===== src/rtl/tcb_man_bist_if.sv =====
// TCB bus bundle: manager request, subordinate response,
// with transfer and delayed-response strobes derived here.
interface tcb_if #(
  parameter int unsigned ABW = 32,
  parameter int unsigned DBW = 32,
  parameter int unsigned SLW = 8,
  parameter int unsigned DLY = 1
)(
  input logic clk
);
  localparam int unsigned BEW = DBW / SLW;

  logic           vld;
  logic           wen;
  logic [ABW-1:0] adr;
  logic [BEW-1:0] ben;
  logic [DBW-1:0] wdt;
  logic           rpt;
  logic           lck;
  logic           rdy;
  logic [DBW-1:0] rdt;
  logic           err;
  logic           trn;
  logic           rsp;

  assign trn = vld & rdy;

  // Response strobe has no reset: a response in flight still
  // arrives after the manager is reset.
  if (DLY == 0) begin : g_nodly
    assign rsp = trn;
  end else begin : g_dly
    logic [DLY-1:0] sr;
    always_ff @(posedge clk) sr <= DLY'({sr, trn});
    assign rsp = sr[DLY-1];
  end

  modport man (
    input  clk, trn, rsp, rdy, rdt, err,
    output vld, wen, adr, ben, wdt, rpt, lck
  );

  modport sub (
    input  clk, trn, rsp, vld, wen, adr, ben, wdt, rpt, lck,
    output rdy, rdt, err
  );
endinterface


===== src/rtl/tcb_man_bist.sv =====
// TCB manager memory self-test: write PAT^i over a word range,
// read it back, count mismatches and bus errors.
module tcb_man_bist #(
  parameter int unsigned    ABW = 32,
  parameter int unsigned    DBW = 32,
  parameter int unsigned    SLW = 8,
  parameter int unsigned    DLY = 1,
  parameter logic [DBW-1:0] PAT = DBW'('h5A5A_5A5A),
  parameter int unsigned    ECW = 16
)(
  input  logic           clk,
  input  logic           rst,
  input  logic           start,
  input  logic [ABW-1:0] base,
  input  logic [ABW-1:0] len,
  output logic           busy,
  output logic           done,
  output logic [ECW-1:0] err_cnt,
  tcb_if.man             tcb
);
  localparam int unsigned BEW = DBW / SLW;
  localparam int unsigned OCW = $clog2(DLY + 2);
  localparam logic [ABW-1:0] AMSK = ~ABW'(BEW - 1);
  localparam logic [ABW-1:0] STEP = ABW'(BEW);

  typedef enum logic [2:0] {
    IDLE, WR, WR_DRN, RD, RD_DRN, DONE
  } state_t;

  state_t         state, state_n;
  logic           vld_q, vld_n;
  logic           wen_q, wen_n;
  logic [ABW-1:0] adr_q, adr_n;
  logic [BEW-1:0] ben_q, ben_n;
  logic [DBW-1:0] wdt_q, wdt_n;
  logic [ABW-1:0] idx, idx_n;
  logic [ABW-1:0] base_q, base_n;
  logic [ABW-1:0] len_q, len_n;
  logic           busy_n, done_n;
  logic [OCW-1:0] ocnt;
  logic           last, go;
  logic           rsp_ok, rd_bad, hit;
  logic [DBW+1:0] exp_cur, exp_q;

  assign last = (idx == len_q - ABW'(1));
  assign go   = (state == IDLE) && start;

  always_comb begin
    state_n = state;
    vld_n   = vld_q;
    wen_n   = wen_q;
    adr_n   = adr_q;
    ben_n   = ben_q;
    wdt_n   = wdt_q;
    idx_n   = idx;
    base_n  = base_q;
    len_n   = len_q;
    busy_n  = busy;
    done_n  = 1'b0;
    unique case (state)
      IDLE: if (start) begin
        base_n = base & AMSK;
        len_n  = len;
        idx_n  = '0;
        adr_n  = base & AMSK;
        ben_n  = '1;
        wdt_n  = PAT;
        wen_n  = 1'b1;
        if (len == '0) begin
          state_n = DONE;
          done_n  = 1'b1;
        end else begin
          state_n = WR;
          vld_n   = 1'b1;
          busy_n  = 1'b1;
        end
      end
      WR, RD: if (tcb.trn) begin
        if (last) begin
          state_n = (state == WR) ? WR_DRN : RD_DRN;
          vld_n   = 1'b0;
          idx_n   = '0;
          adr_n   = base_q;
          wdt_n   = PAT;
        end else begin
          idx_n = idx + ABW'(1);
          adr_n = adr_q + STEP;
          wdt_n = PAT ^ DBW'(idx + ABW'(1));
        end
      end
      WR_DRN: if (ocnt == '0) begin
        state_n = RD;
        vld_n   = 1'b1;
        wen_n   = 1'b0;
      end
      RD_DRN: if (ocnt == '0) begin
        state_n = DONE;
        done_n  = 1'b1;
        busy_n  = 1'b0;
      end
      DONE: state_n = IDLE;
      default: state_n = IDLE;
    endcase
  end

  always_ff @(posedge clk or negedge rst) begin
    if (!rst) begin
      state  <= IDLE;
      vld_q  <= 1'b0;
      wen_q  <= 1'b0;
      adr_q  <= '0;
      ben_q  <= '0;
      wdt_q  <= '0;
      idx    <= '0;
      base_q <= '0;
      len_q  <= '0;
      busy   <= 1'b0;
      done   <= 1'b0;
    end else begin
      state  <= state_n;
      vld_q  <= vld_n;
      wen_q  <= wen_n;
      adr_q  <= adr_n;
      ben_q  <= ben_n;
      wdt_q  <= wdt_n;
      idx    <= idx_n;
      base_q <= base_n;
      len_q  <= len_n;
      busy   <= busy_n;
      done   <= done_n;
    end
  end

  assign tcb.vld = vld_q;
  assign tcb.wen = wen_q;
  assign tcb.adr = adr_q;
  assign tcb.ben = ben_q;
  assign tcb.wdt = wdt_q;
  assign tcb.rpt = 1'b0;
  assign tcb.lck = 1'b0;

  // Top bit marks a real transfer, next bit is the write flag.
  assign exp_cur = {tcb.trn, wen_q, wdt_q};

  if (DLY == 0) begin : g_nodly
    assign exp_q  = exp_cur;
    assign rsp_ok = tcb.rsp;
  end else begin : g_dly
    logic [DBW+1:0] pipe [DLY];
    always_ff @(posedge clk or negedge rst) begin
      if (!rst) begin
        for (int k = 0; k < DLY; k++) pipe[k] <= '0;
      end else begin
        pipe[0] <= exp_cur;
        for (int k = 1; k < DLY; k++) pipe[k] <= pipe[k-1];
      end
    end
    assign exp_q  = pipe[DLY-1];
    assign rsp_ok = tcb.rsp && (ocnt != '0);
  end

  assign rd_bad = exp_q[DBW+1] && !exp_q[DBW]
               && (tcb.rdt != exp_q[DBW-1:0]);
  assign hit    = rsp_ok && (tcb.err || rd_bad);

  always_ff @(posedge clk or negedge rst) begin
    if (!rst) begin
      ocnt <= '0;
    end else if (tcb.trn && !rsp_ok) begin
      ocnt <= ocnt + OCW'(1);
    end else if (!tcb.trn && rsp_ok) begin
      ocnt <= ocnt - OCW'(1);
    end
  end

  always_ff @(posedge clk or negedge rst) begin
    if (!rst) begin
      err_cnt <= '0;
    end else if (go) begin
      err_cnt <= '0;
    end else if (hit && (err_cnt != '1)) begin
      err_cnt <= err_cnt + ECW'(1);
    end
  end
endmodule


===== src/flat_wrapper.sv =====
// flat-port wrapper written by rule: the top's interface ports become plain ports
module tcb_man_bist_flat 
#(
  parameter int unsigned    ABW = 32,
  parameter int unsigned    DBW = 32,
  parameter int unsigned    SLW = 8,
  parameter int unsigned    DLY = 1,
  parameter logic [DBW-1:0] PAT = DBW'('h5A5A_5A5A),
  parameter int unsigned    ECW = 16
)
  (clk, rst, start, base, len, busy, done, err_cnt, tcb_rdy, tcb_rdt, tcb_err, tcb_vld, tcb_wen, tcb_adr, tcb_ben, tcb_wdt, tcb_rpt, tcb_lck);
  tcb_if #(.ABW(ABW), .DBW(DBW), .SLW(SLW), .DLY(DLY)) tcb_i (.clk(clk));
  input  logic clk;
  input  logic rst;
  input  logic start;
  input  logic [ABW-1:0] base;
  input  logic [ABW-1:0] len;
  output logic busy;
  output logic done;
  output logic [ECW-1:0] err_cnt;
  input wire logic [$bits(tcb_i.rdy)-1:0] tcb_rdy;
  input wire logic [$bits(tcb_i.rdt)-1:0] tcb_rdt;
  input wire logic [$bits(tcb_i.err)-1:0] tcb_err;
  output wire logic [$bits(tcb_i.vld)-1:0] tcb_vld;
  output wire logic [$bits(tcb_i.wen)-1:0] tcb_wen;
  output wire logic [$bits(tcb_i.adr)-1:0] tcb_adr;
  output wire logic [$bits(tcb_i.ben)-1:0] tcb_ben;
  output wire logic [$bits(tcb_i.wdt)-1:0] tcb_wdt;
  output wire logic [$bits(tcb_i.rpt)-1:0] tcb_rpt;
  output wire logic [$bits(tcb_i.lck)-1:0] tcb_lck;
  assign tcb_i.rdy = tcb_rdy;
  assign tcb_i.rdt = tcb_rdt;
  assign tcb_i.err = tcb_err;
  assign tcb_vld = tcb_i.vld;
  assign tcb_wen = tcb_i.wen;
  assign tcb_adr = tcb_i.adr;
  assign tcb_ben = tcb_i.ben;
  assign tcb_wdt = tcb_i.wdt;
  assign tcb_rpt = tcb_i.rpt;
  assign tcb_lck = tcb_i.lck;
  tcb_man_bist #(.ABW(ABW), .DBW(DBW), .SLW(SLW), .DLY(DLY), .PAT(PAT), .ECW(ECW)) u_core (.clk(clk), .rst(rst), .start(start), .base(base), .len(len), .busy(busy), .done(done), .err_cnt(err_cnt), .tcb(tcb_i));
endmodule

===== config.mk =====
export PLATFORM = sky130hd
export DESIGN_NAME = tcb_man_bist_flat
export DESIGN_NICKNAME = d
export VERILOG_FILES = /design/src/rtl/tcb_man_bist_if.sv /design/src/rtl/tcb_man_bist.sv /design/src/flat_wrapper.sv
export SDC_FILE = /design/constraint.sdc
export NUM_CORES = 1
export LEC_CHECK = 0
export CORE_MARGIN = 4
export CORE_UTILIZATION = 35
export CTS_BUF_LIST = sky130_fd_sc_hd__clkbuf_4
export CTS_CLUSTER_SIZE = 40
export DETAILED_ROUTE_END_ITERATION = 6
export SYNTH_ARGS = -nofsm -noshare
export SYNTH_HDL_FRONTEND = slang
export SYNTH_SLANG_ARGS = --single-unit

===== constraint.sdc =====
create_clock -name clk -period 9.2 [get_ports clk]
set_input_delay 0.92 -clock clk [delete_from_list [all_inputs] [get_ports clk]]
set_output_delay 0.92 -clock clk [all_outputs]
set_load 0.03 [all_outputs]

==> metrics.yaml, run 1 <==
run_status:
  status: "complete, no violations"
synth:
  synth-seq-cells: 201
  ys_types: 70
  yosysMostFrequentCell: "nand2_1"
  synth_top_cell_area_share: 0.455
  yosys_warnings: 0
  seq_area_frac_synth: 0.457
  async_reset_ff_frac: 0.995
  syn_inst: 1205
  synth_flop_cell: "dfrtp_1"
  synth_edf_count: 0
  synthTopCellsByArea: "dfrtp_1 (46%), nand2_1 (8.4%), xnor2_1 (8.4%), mux2i_1 (3.5%), nor2_1 (2.9%)"
  netlist_top_cells_count: "nand2_1 (246), dfrtp_1 (200), xnor2_1 (105)"
  mappedNetlistArea_um2: 11000
  synth_top_area_cell: "dfrtp_1"
  syn_area_per_cell_um2: 9.12
setup_path:
  path_class: "reg -> reg"
  worst_r2r_endpoint: "u_core.idx[5]$_DFFE_PN0P_"
  cp-start-kind: "flop"
  arrival_ns: 5.08
  cp.required_ns: 9.74
  cp_max_fo: 29
  reg2reg_setup_slack_ns: 4.66
  r2r-start: "u_core.len_q[7]$_DFFE_PN0P_"
  rr_worst_depth: 10
  worstSetupEndpointType: "flop"
clock_network:
  clock_tree.root_cell: "clkbuf_4"
  ctsResizeCount: 0
  cts_tree: "yes"
  clkTransAtPathRegs_ns: 0.07
  clk_latency_ns: 0.68
  post_cts_buffers: 0
  cts_buffer_depth: 3
  tritoncts.num_buffers: 56
  cts_sinks: 201
  htree_num_levels: 2
  cts_hold_buf: 0
power:
  power.total_mw: 2.60
  power_density_nw_per_um2: 190
  power_leakage_nw: 5.80
  p_int_mw: 1.70
  ir_drop_uv: 93.3
  pwr-share-clk: 0.308
  power.net_switching_uw: 896
  p_comb_frac: 0.250
  p_sw_frac: 0.345
  p_seq_frac: 0.442
floorplan:
  initial_core_util: 0.357
  io_pins: 191
  core_area_um2: 30700
  die_h_um: 185
  die_w_um: 185
  dieArea_um2: 34300
  row_count: 64
sta:
  slew_viol_final: 0
  hold_slack_ns: 0.293
  hold_violations: 0
  rsz0062_at_grt: "no"
  fmax_mhz: 220
  slew_headroom: 0.364
  tightest_slew_ns: 0.948
  period_share: 0.494
  fin_setup_tns_ns: 0
  fin_crit_ns: 4.54
  setup_viol: 0
  fin_skew_ns: 0.0547
cells_and_area:
  drive_gt1_frac: 0.0907
  final_nets: 1474
  synthToLayoutAreaGrowth_pct: 24.6
  nFillCells: 3078
grt:
  grt_antenna_before_repair: 11
  grt_usage: 0.174
  first_global_vias: 9262
  grt_pass1_wl_um: 48800
  grt_start_max_net_pins: 81
  globalRouteOverflowTotal: 0
place:
  io_buffers: 184
  place.gp.congestion: 0.839
  dp_hpwl_um: 21200
job:
  maxCapViolCount: 0
routing:
  drt_wl_total_um: 30500
  wire_per_inst_um: 16.8
  drt_iter0_drc: 494
  vias: 9333
  firstDrtPassIters: 5
  viasPerCell: 5.15
  route.detailed.drc: 0
  antenna_left: 0
hold_path:
  hold_path.class: "in -> async"
[power by group through the flow]
stage / Sequential [mW] / Clock [mW] / Combinational, mW
final: 1.15 / 0.799 / 0.648
after global routing: 1.17 / 0.879 / 0.709
after global placement: 1.16 / 0 / 0.644
after CTS: 1.15 / 0.832 / 0.655
after detailed placement: 1.16 / 0 / 0.651
after floorplan: 1.22 / 0 / 0.316
[critical path: stages, from the launching register on]
cell and delay [ns]:
dfrtp_1 0.47, nor4_4 0.44, nor4b_4 0.39, nand3_1 0.20
o31ai_1 0.43, or4b_1 0.48, nor3_1 0.20, nand4b_1 0.76
and2_1 0.51, buf_4 0.25, a22o_1 0.24
[final cells by class]
cell class	count	area, um^2	area share
Sequential cell	201	5020	0.367
Clock buffer	68	510	0.0373
Tap cell	396	495	0.0362
Timing Repair Buffer	195	1930	0.141
Multi-Input combinational cell	901	5490	0.401
Clock inverter	33	183	0.0133
Inverter	13	48.8	0.00356
Antenna cell	4	10.0	0.000731
[flip-flops by register name, summed over array words and instances (netlist names)]
register        cells
u_core.ocnt         2
u_core.state        3
u_core.busy         1
u_core.len_q       32
u_core.idx         32
u_core.tcb.ben      1
u_core.tcb.adr     30
u_core.tcb.vld      1
u_core.err_cnt     16
u_core.exp_q       34
u_core.tcb.wen      1
u_core.done         1
tcb_i.g_dly.sr      1
u_core.tcb.wdt     16
u_core.base_q      30
[per-stage QoR]
stage | cells | instance area, um^2 | setup slack [ns] | util
after CTS | 1807 | 13700 | 4.67 | 0.445
after global placement | 1706 | 13000 | 4.70 | 0.422
after floorplan | 1208 | 11000 | 6.09 | -
after detailed placement | 1706 | 13000 | 4.71 | 0.422
final | 1811 | 13700 | 4.66 | 0.445
after global routing | 1809 | 13700 | 4.38 | 0.445
[logic make-up (layout without fill, tap and decap cells)]
family / Yosys count / in the layout / share of synthesized area
buf+inv: 106 / 309 / 0.0454
flops: 201 / 201 / 0.457
compound gates: 174 / 174 / 0.110
simple gates: 550 / 550 / 0.243
other cells: 1 / 8 / 0.000341
xor+xnor: 127 / 127 / 0.101
mux: 41 / 41 / 0.0377
fa+ha+maj: 5 / 5 / 0.00569
[cell usage in the layout (no fill, tap or decap), types with 4 or more instances in the layout]
master,n
and2_1,11
nand4_1,36
nand4b_1,5
and3_1,14
nand2b_1,9
o21ai_0,39
nand3_1,37
nand3b_1,6
or4_1,4
nor4_1,21
a31o_2,15
a21oi_1,24
ha_1,5
xor2_1,22
or3_1,10
xnor2_1,105
a22o_1,16
o31ai_1,6
a31oi_1,6
dfrtp_1,200
or2_2,11
and4_1,4
mux2i_1,38
diode_2,4
clkbuf_4,68
nand2_1,246
conb_1,4
inv_1,13
nor3_1,29
o211ai_1,7
clkinv_1,26
nor2_1,83
clkinv_2,5
clkdlybuf4s50_1,183
a22oi_1,31
buf_4,11
[worst max path at each step]
stage | start | slack (ns) | end
2_1_floorplan | u_core.len_q[12]$_DFFE_PN0P_ | 6.09 | u_core.idx[4]$_DFFE_PN0P_
3_3_place_gp | u_core.len_q[6]$_DFFE_PN0P_ | 4.70 | u_core.idx[2]$_DFFE_PN0P_
3_5_place_dp | u_core.len_q[6]$_DFFE_PN0P_ | 4.71 | u_core.idx[5]$_DFFE_PN0P_
4_1_cts | u_core.len_q[7]$_DFFE_PN0P_ | 4.67 | u_core.idx[5]$_DFFE_PN0P_
5_1_grt | u_core.len_q[7]$_DFFE_PN0P_ | 4.38 | u_core.idx[5]$_DFFE_PN0P_
6_report | u_core.len_q[7]$_DFFE_PN0P_ | 4.66 | u_core.idx[5]$_DFFE_PN0P_
[layer usage]
metal  track usage  share of wire
met1         0.238           0.46
met2         0.266           0.44
met3        0.0591          0.080
met4        0.0479          0.017
met5             0         0.0037
Note: power is estimated with default switching activity, not from simulation.
==> inputs of run 2 (changes only) <==
==> constraint.sdc (replaced) <==
create_clock -name clk -period 4.35 [get_ports clk]
set_input_delay 0.435 -clock clk [delete_from_list [all_inputs] [get_ports clk]]
set_output_delay 0.435 -clock clk [all_outputs]
set_load 0.03 [all_outputs]
==> run 2 against run 1 <==
Compared with the run above: critical path type unchanged; critical endpoint is now u_core.tcb.adr[2]$_DFFE_PN0P_; clock power is 110% higher; flip-flop and latch count stayed put; sequential power up 110%; register-to-register slack worse by 4.1 ns; critical path depth did not move; highest routed layer unchanged.
==> metrics.yaml, run 2 (synthesis gave the netlist of run 1 again) <==
place:
  dp_hpwl_um: 21000
  place.gp.congestion: 0.839
  io_buffers: 184
routing:
  wire_per_inst_um: 16.7
  drt_iter0_drc: 512
  firstDrtPassIters: 5
  vias: 9249
  viasPerCell: 5.10
  antenna_left: 0
  route.detailed.drc: 0
  drt_wl_total_um: 30200
clock_network:
  tritoncts.num_buffers: 57
  htree_num_levels: 2
  clk_latency_ns: 0.67
  clock_tree.root_cell: "clkbuf_4"
  cts_sinks: 201
  cts_buffer_depth: 3
  clkTransAtPathRegs_ns: 0.07
  cts_tree: "yes"
floorplan:
  core_area_um2: 30700
  die_h_um: 185
  row_count: 64
  die_w_um: 185
  dieArea_um2: 34300
  io_pins: 191
  initial_core_util: 0.357
setup_path:
  crit_slowest_cell: "dfrtp_1"
  reg2reg_setup_slack_ns: 0.56
  cp_max_fo: 31
  cp-start-kind: "flop"
  r2r-start: "u_core.len_q[6]$_DFFE_PN0P_"
  path_buf_inv: 1
  cp.required_ns: 4.90
  slowest_delay_ns: 0.47
  crit_chain: "nor4_4 -> nor4b_4 -> nand3_1 -> o31ai_1 -> or4b_1 -> nor3_1 -> nand4b_1 -> and2_1 -> buf_4 -> o31a_1"
  worstSetupEndpointType: "flop"
  path_class: "reg -> reg"
  path_delay_family: "simple AND/OR/NAND/NOR gates"
  arrival_ns: 4.34
  critPathLaunch: "u_core.len_q[6]$_DFFE_PN0P_"
sta:
  fmax_mhz: 264
  slew_headroom: 0.322
  period_share: 0.872
  hold_slack_ns: 0.321
  hold_violations: 0
  rsz0062_at_grt: "no"
  fin_crit_ns: 3.79
  fin_setup_tns_ns: 0
  tightest_slew_ns: 1.02
  fin_skew_ns: 0.0294
  setup_viol: 0
  slew_viol_final: 0
cells_and_area:
  largest_reg_flops: 34
  final_cell_mix: "nand2_1 (246), dfrtp_1 (200), clkdlybuf4s50_1 (183), xnor2_1 (105), clkbuf_4 (87)"
  drive_gt1_frac: 0.103
  register_area_um2: 5020
  final_nets: 1477
  final_common_cell: "nand2_1"
  nFillCells: 3068
  synthToLayoutAreaGrowth_pct: 25.1
  multiInputGateArea_um2: 5490
power:
  power_density_nw_per_um2: 401
  p_comb_frac: 0.249
  p_sw_frac: 0.339
  power_leakage_nw: 5.84
  p_seq_frac: 0.441
  pwr-share-clk: 0.309
  ir_drop_uv: 211
  p_int_mw: 3.64
  power.net_switching_mw: 1.87
grt:
  grt_start_max_net_pins: 116
  globalRouteOverflowTotal: 0
  grt_antenna_before_repair: 6
  gr-usage-met2: 0.265
  top_usage_layer: "met2"
  grt_pass1_wl_um: 49300
  first_global_vias: 9230
  grtUsageMet1: 0.243
  grtUsageMet3: 0.0617
  grt_usage: 0.176
run_status:
  status: "complete, no violations"
hold_path:
  hold_start: "base[15]"
  hold_path.class: "in -> reg"
job:
  maxCapViolCount: 0
run 2: path summary, 6_finish.rpt:
| check | end | cells after the start |
|---|---|---|
| worst max register to register | u_core.tcb.adr[2]$_DFFE_PN0P_ | 10 |
| worst max-delay path | u_core.tcb.adr[2]$_DFFE_PN0P_ | 10 |
| worst min register to register | u_core.exp_q[28]$_DFF_PN0_ | 0 |
| min in group asynchronous | u_core.exp_q[13]$_DFF_PN0_ | 2 |
| max in group asynchronous | u_core.len_q[26]$_DFFE_PN0P_ | 3 |
| worst min-delay path | u_core.base_q[15]$_DFFE_PN0P_ | 3 |
run 2: layout make-up:
class | count | area share
Inverter | 13 | 0.00355
Antenna cell | 4 | 0.000728
Multi-Input combinational cell | 901 | 0.400
Timing Repair Buffer | 197 | 0.142
Clock inverter | 15 | 0.00437
Clock buffer | 87 | 0.0475
Sequential cell | 201 | 0.366
Tap cell | 396 | 0.0361
run 2: timing repair:
| item | 4_1_cts | 5_1_grt |
|---|---|---|
| gates resized for setup | 0 | 0 |
| buffers inserted | 0 | 0 |
| hold endpoints to repair | 114 | 0 |
| hold buffers | 1 | 0 |
run 2: power groups by stage:
stage / combinational [mW] / sequential [mW] / clock, mW
2_1_floorplan: 0.668 / 2.58 / 0
3_3_place_gp: 1.36 / 2.45 / 0
3_5_place_dp: 1.38 / 2.46 / 0
4_1_cts: 1.39 / 2.43 / 1.77
5_1_grt: 1.51 / 2.48 / 1.89
6_report: 1.37 / 2.43 / 1.70
run 2: tightest hold or removal path: stages:
cell,delay [ns]
clkdlybuf4s50_1,0.42
nand2_1,0.06
nand2_1,0.04
run 2: routing by layer:
metal | share of wire | up-vias
met5 | 0.0021 | -
met4 | 0.017 | 10
met3 | 0.086 | 45
met2 | 0.43 | 290
met1 | 0.46 | 4348
li1 | - | 4556
run 2: metrics by stage:
stage	area [um^2]	cells	total power [mW]	setup slack (ns)	utilization
after floorplan	11000	1208	3.24	1.24	-
after global placement	13000	1707	3.81	0.629	0.423
after detailed placement	13000	1707	3.83	0.574	0.423
after CTS	13700	1810	5.58	0.528	0.447
after global routing	13700	1811	5.87	0.203	0.447
final	13700	1814	5.51	0.556	0.447
